--- src/rtl/conv_window_gen.sv ---
// Streaming 3x3 sliding-window generator with two circular line buffers, feeding the pe x input.
// Optional build macro CONV_WIN_STRIDE2_EN: emit only windows whose top-left corner is at an even row and even column.
module conv_window_gen #(
  parameter int IMG_W = 28,
  parameter int IMG_H = 28,
  parameter int DW    = 8
) (
  input  logic            clk,
  input  logic            rst_n,
  input  logic            pix_vld_i,
  input  logic [DW-1:0]   pix_i,
  output logic [9*DW-1:0] win_o,
  output logic            win_vld_o,
  output logic            frame_done_o
);

  localparam int CW = $clog2(IMG_W);
  localparam int RW = $clog2(IMG_H);
  localparam logic [CW-1:0] COL_LAST = CW'(IMG_W - 1);
  localparam logic [RW-1:0] ROW_LAST = RW'(IMG_H - 1);
  localparam logic [CW-1:0] COL_TWO  = CW'(2);
  localparam logic [RW-1:0] ROW_TWO  = RW'(2);

  logic [CW-1:0] col;
  logic [RW-1:0] row;

  logic [DW-1:0] lb0 [IMG_W];
  logic [DW-1:0] lb1 [IMG_W];

  logic [DW-1:0] top [3];
  logic [DW-1:0] mid [3];
  logic [DW-1:0] bot [3];

  logic [DW-1:0]   lb0_rd_p0;
  logic [DW-1:0]   lb1_rd_p0;
  logic            col_last_p0;
  logic            row_last_p0;
  logic            emit_base_p0;
  logic            emit_p0;
  logic [9*DW-1:0] win_p0;

  // Stage p0: read-before-write line buffer taps and window qualification
  assign lb0_rd_p0    = lb0[col];
  assign lb1_rd_p0    = lb1[col];
  assign col_last_p0  = (col == COL_LAST);
  assign row_last_p0  = (row == ROW_LAST);
  assign emit_base_p0 = (row >= ROW_TWO) && (col >= COL_TWO);

`ifdef CONV_WIN_STRIDE2_EN
  // row-2 and col-2 even is the same as row and col even
  assign emit_p0 = emit_base_p0 && !row[0] && !col[0];
`else
  assign emit_p0 = emit_base_p0;
`endif

  assign win_p0 = {top[1], top[2], lb0_rd_p0,
                   mid[1], mid[2], lb1_rd_p0,
                   bot[1], bot[2], pix_i};

  // Line buffers carry no reset; rows 0-1 of every frame overwrite them before use
  always_ff @(posedge clk) begin
    if (rst_n && pix_vld_i) begin
      lb0[col] <= lb1_rd_p0;
      lb1[col] <= pix_i;
    end
  end

  // Stage p0 -> p1: registered window, strobes and raster counters
  always_ff @(posedge clk) begin
    if (!rst_n) begin
      col          <= '0;
      row          <= '0;
      win_vld_o    <= 1'b0;
      frame_done_o <= 1'b0;
      win_o        <= '0;
      for (int i = 0; i < 3; i++) begin
        top[i] <= '0;
        mid[i] <= '0;
        bot[i] <= '0;
      end
    end else begin
      win_vld_o    <= pix_vld_i && emit_p0;
      frame_done_o <= pix_vld_i && col_last_p0 && row_last_p0;
      if (pix_vld_i) begin
        top[0] <= top[1];
        top[1] <= top[2];
        top[2] <= lb0_rd_p0;
        mid[0] <= mid[1];
        mid[1] <= mid[2];
        mid[2] <= lb1_rd_p0;
        bot[0] <= bot[1];
        bot[1] <= bot[2];
        bot[2] <= pix_i;
        if (emit_p0) begin
          win_o <= win_p0;
        end
        if (col_last_p0) begin
          col <= '0;
          row <= row_last_p0 ? '0 : row + RW'(1);
        end else begin
          col <= col + CW'(1);
        end
      end
    end
  end

endmodule

--- config.mk ---
export PLATFORM = sky130hd
export DESIGN_NAME = conv_window_gen
export DESIGN_NICKNAME = d
export VERILOG_FILES = /design/src/rtl/conv_window_gen.sv
export SDC_FILE = /design/constraint.sdc
export NUM_CORES = 1
export LEC_CHECK = 0
export CORE_ASPECT_RATIO = 0.9
export CORE_MARGIN = 2
export CORE_UTILIZATION = 33
export DETAILED_ROUTE_END_ITERATION = 12
export HOLD_SLACK_MARGIN = 0.15
export SLEW_MARGIN = 15
export SYNTH_ARGS = -nofsm -noshare
export SYNTH_HDL_FRONTEND = slang
export SYNTH_SLANG_ARGS = --single-unit
--- constraint.sdc ---
create_clock -name clk -period 2.6 [get_ports clk]
set_clock_uncertainty 0.2 [all_clocks]
set_input_delay 0.26 -clock clk [delete_from_list [all_inputs] [get_ports clk]]
set_output_delay 0.26 -clock clk [all_outputs]
set_load 0.02 [all_outputs]
==> flow_summary.ini <==
[detailed_routing]
vias = 12700
wire_per_inst_um = 20.82
routed_via_density = 5.014
totalWireLength_um = 52710
drc = 0
drtIter0Drc = 1046
drt_first_pass_iters = 5
ant_nets = 0

[yosys]
synth_area_sq_um = 22660
seq_area_frac_synth_pct = 73.61
synth_most_common_cell = edfxtp_1
async_reset_ff_share_pct = 0
syn_inst = 1436
synth_common_cells = 496 x edfxtp_1, 182 x mux2i_1, 168 x nand2_1
netlist.area_leader.share_pct = 65.74
synth_edf_count = 496
synth.distinct_cells = 43
yosys.area.top_type = edfxtp_1
synth_area_leaders = edfxtp_1 66%, mux2i_1 8.0%, dfxtp_1 7.9%
ys_ff_latch = 585
syn_nets = 1454
synth_area_per_cell_sq_um = 15.78
synth_ff_type = edfxtp_1
yosysWarnings = 0

[clocking]
cts-buffers-inserted = 57
cts_sinks = 585
cts_htree_levels = 2
clk_pin_slew_ns = 0.06
clockBufferDepth = 3
cts_root_buffer = clkbuf_16
cts_setup_buffers = 0
clk_latency_ns = 0.64
cts_tree = done

[floorplanning]
die_height_um = 252.6
rows = 91
die-area_sq_um = 70770
core_region_area_sq_um = 68200
initial_core_util_pct = 33.22
fp.dieW_um = 280.2
io_pins = 85

[power]
p_leak_uw = 0.009021
power.density_nw_per_um2 = 723.0
vdd_ir_drop_max_mv = 0.5202
fin_total_pwr_uw = 19780

[finish]
design_area_sq_um = 27350
nets = 1618
antenna_cells = 0
fin_util_pct = 40.10
drive_gt1_share_pct = 14.43
syn_to_final_growth_pct = 20.72

[global_routing]
grt_pass1_vias = 12610
grtUsageTotal_pct = 14.82
grt-ovfl-total = 0
antenna_found_initial = 6
grt_first_pass_wirelength_um = 79080
grt_max_degree = 63

[place]
dpl.hpwl_um = 33100
port_buffers = 84
placed_cell_area_sq_um = 25410
gp_congestion = 0.8279

[timing]
fmax_mhz = 402.4
worst_slew_pin_slew_ns = 0.7739
hold_viol = 0
relSlewSlack_pct = 48.24
finalCriticalPeriod_ns = 2.485
tns_ns = 0
finalMaxSlewViolations = 0
final-setup-viol-count = 0
finalCritPeriodShare_pct = 95.58
rsz0062_at_grt = no

[worst_setup_path]
crit_top_cell = buf_12
endpoint = lb0[5][5]
reg2reg_depth = 8
crit_path_end_kind = register
r2r-end = lb0[5][5]
arrival_ns = 2.65
path_cells = buf_12 > buf_12 > mux2i_1 > a221oi_1 > buf_4 > o221ai_1 > inv_1 > buf_12
crit_family = buffers and inverters
path_class = register to register
crit_buf_inv = 5
worst_path_largest_cell_delay_ns = 0.44
crit_slowest_cell = dfxtp_4
crit_fanout = 28
cp-start-kind = register
worstPathRequired_ns = 2.76
cp.depth = 8
r2r_setup_slack_ns = 0.11

[outcome]
outcome = complete, no violations

[run]
maxCapViolCount = 0

[min_path]
holdCritPathClass = input pin to register
worst register-to-register path: cells and delay by family, from the launching register on:
kind / cells / cell delay, ns
buffers and inverters: 5 / 0.96
muxes: 1 / 0.21
AOI/OAI and AO/OA: 2 / 0.41
DFF: 1 / 0.44
report_power, final:
group          total, uW  switching [uW]  leakage, uW  internal (uW)
registers          10400            37.1      0.00527          10300
logic               1110             683      0.00283            432
clock network       8290            3540     0.000914           4750
total              19800            4260      0.00902          15500
layer usage:
metal	routed length, um	global-route usage, %	part of all wire, %	vias to the layer above
met1	24270	21.33	46	6421
met4	1208	4.034	2.3	2
met3	3239	2.311	6.1	87
li1	-	-	-	5783
met2	23980	23.32	45	403
met5	10	0	0.019	-
state kept, by name, indices dropped and copies added, names as in the netlist, 5 cells and up, named ones only:
register / count
top: 16
lb0: 224
row: 5
lb1: 224
mid: 16
bot: 16
win_o: 72
col: 5
layout by cell type, fill, tap and decap left out, types with 9 or more instances in the layout:
cell               n
mux4_2            24
mux2i_1          182
nand2_1          168
clkbuf_16         59
buf_4             66
a21oi_1           46
edfxtp_1         496
and3_1            33
nand3_1           49
dfxtp_1           86
a22o_1             9
a22oi_1           40
a21boi_0          57
clkdlybuf4s50_1   83
inv_1             12
buf_12            42
clkbuf_1          21
and4_1            11
nor2_1            52
stage by stage:
stage / hold slack [ns] / cells / worst slack, ns
after detailed placement: 0.2610 / 2422 / -0.05861
after CTS: 0.1601 / 2532 / 0.007888
after floorplan: 0.1589 / 1436 / 0.2564
final: 0.1800 / 2532 / 0.1149
after global routing: 0.1825 / 2532 / 0.009525
after global placement: 0.2531 / 2422 / -0.08472
how the worst min path moves through the flow:
stage               startpoint         to  slack, ns  depth (start not counted)
finish                pix_i[5]   win_o[5]       0.18                          3
global route          pix_i[5]   win_o[5]       0.18                          3
CTS                   pix_i[5]   win_o[5]       0.16                          3
detailed placement   win_o[23]  win_o[23]       0.26                          2
global placement     win_o[64]  win_o[64]       0.25                          2
floorplan             pix_i[0]  lb1[0][0]       0.16                          0
cells by family after synthesis:
family / synth area share (%)
and+or+nand+nor: 7.163
xor gates and xnor gates: 0.1160
adders and majority gates: 0.3866
DFF: 73.61
AOI/OAI and AO/OA: 5.666
muxes: 10.43
buffers and inverters: 2.634
area by class of cell:
cell class                 instances  area [sq um]
fill                            6159         40850
sequential                       585         16680
multi-input combinational        751          5435
timing repair buffer             193          2187
clock buffer                      85          1624
tap                              883          1105
clock inverter                    23         271.5
inverter                          12         45.04
repair_timing:
item	4_1_cts	5_1_grt
hold endpoints to repair	43	0
setup endpoints to repair	30	117
hold buffers	2	0
pin swaps	0	0
gates resized for setup	2	5
(Power assumes the default switching activity.)
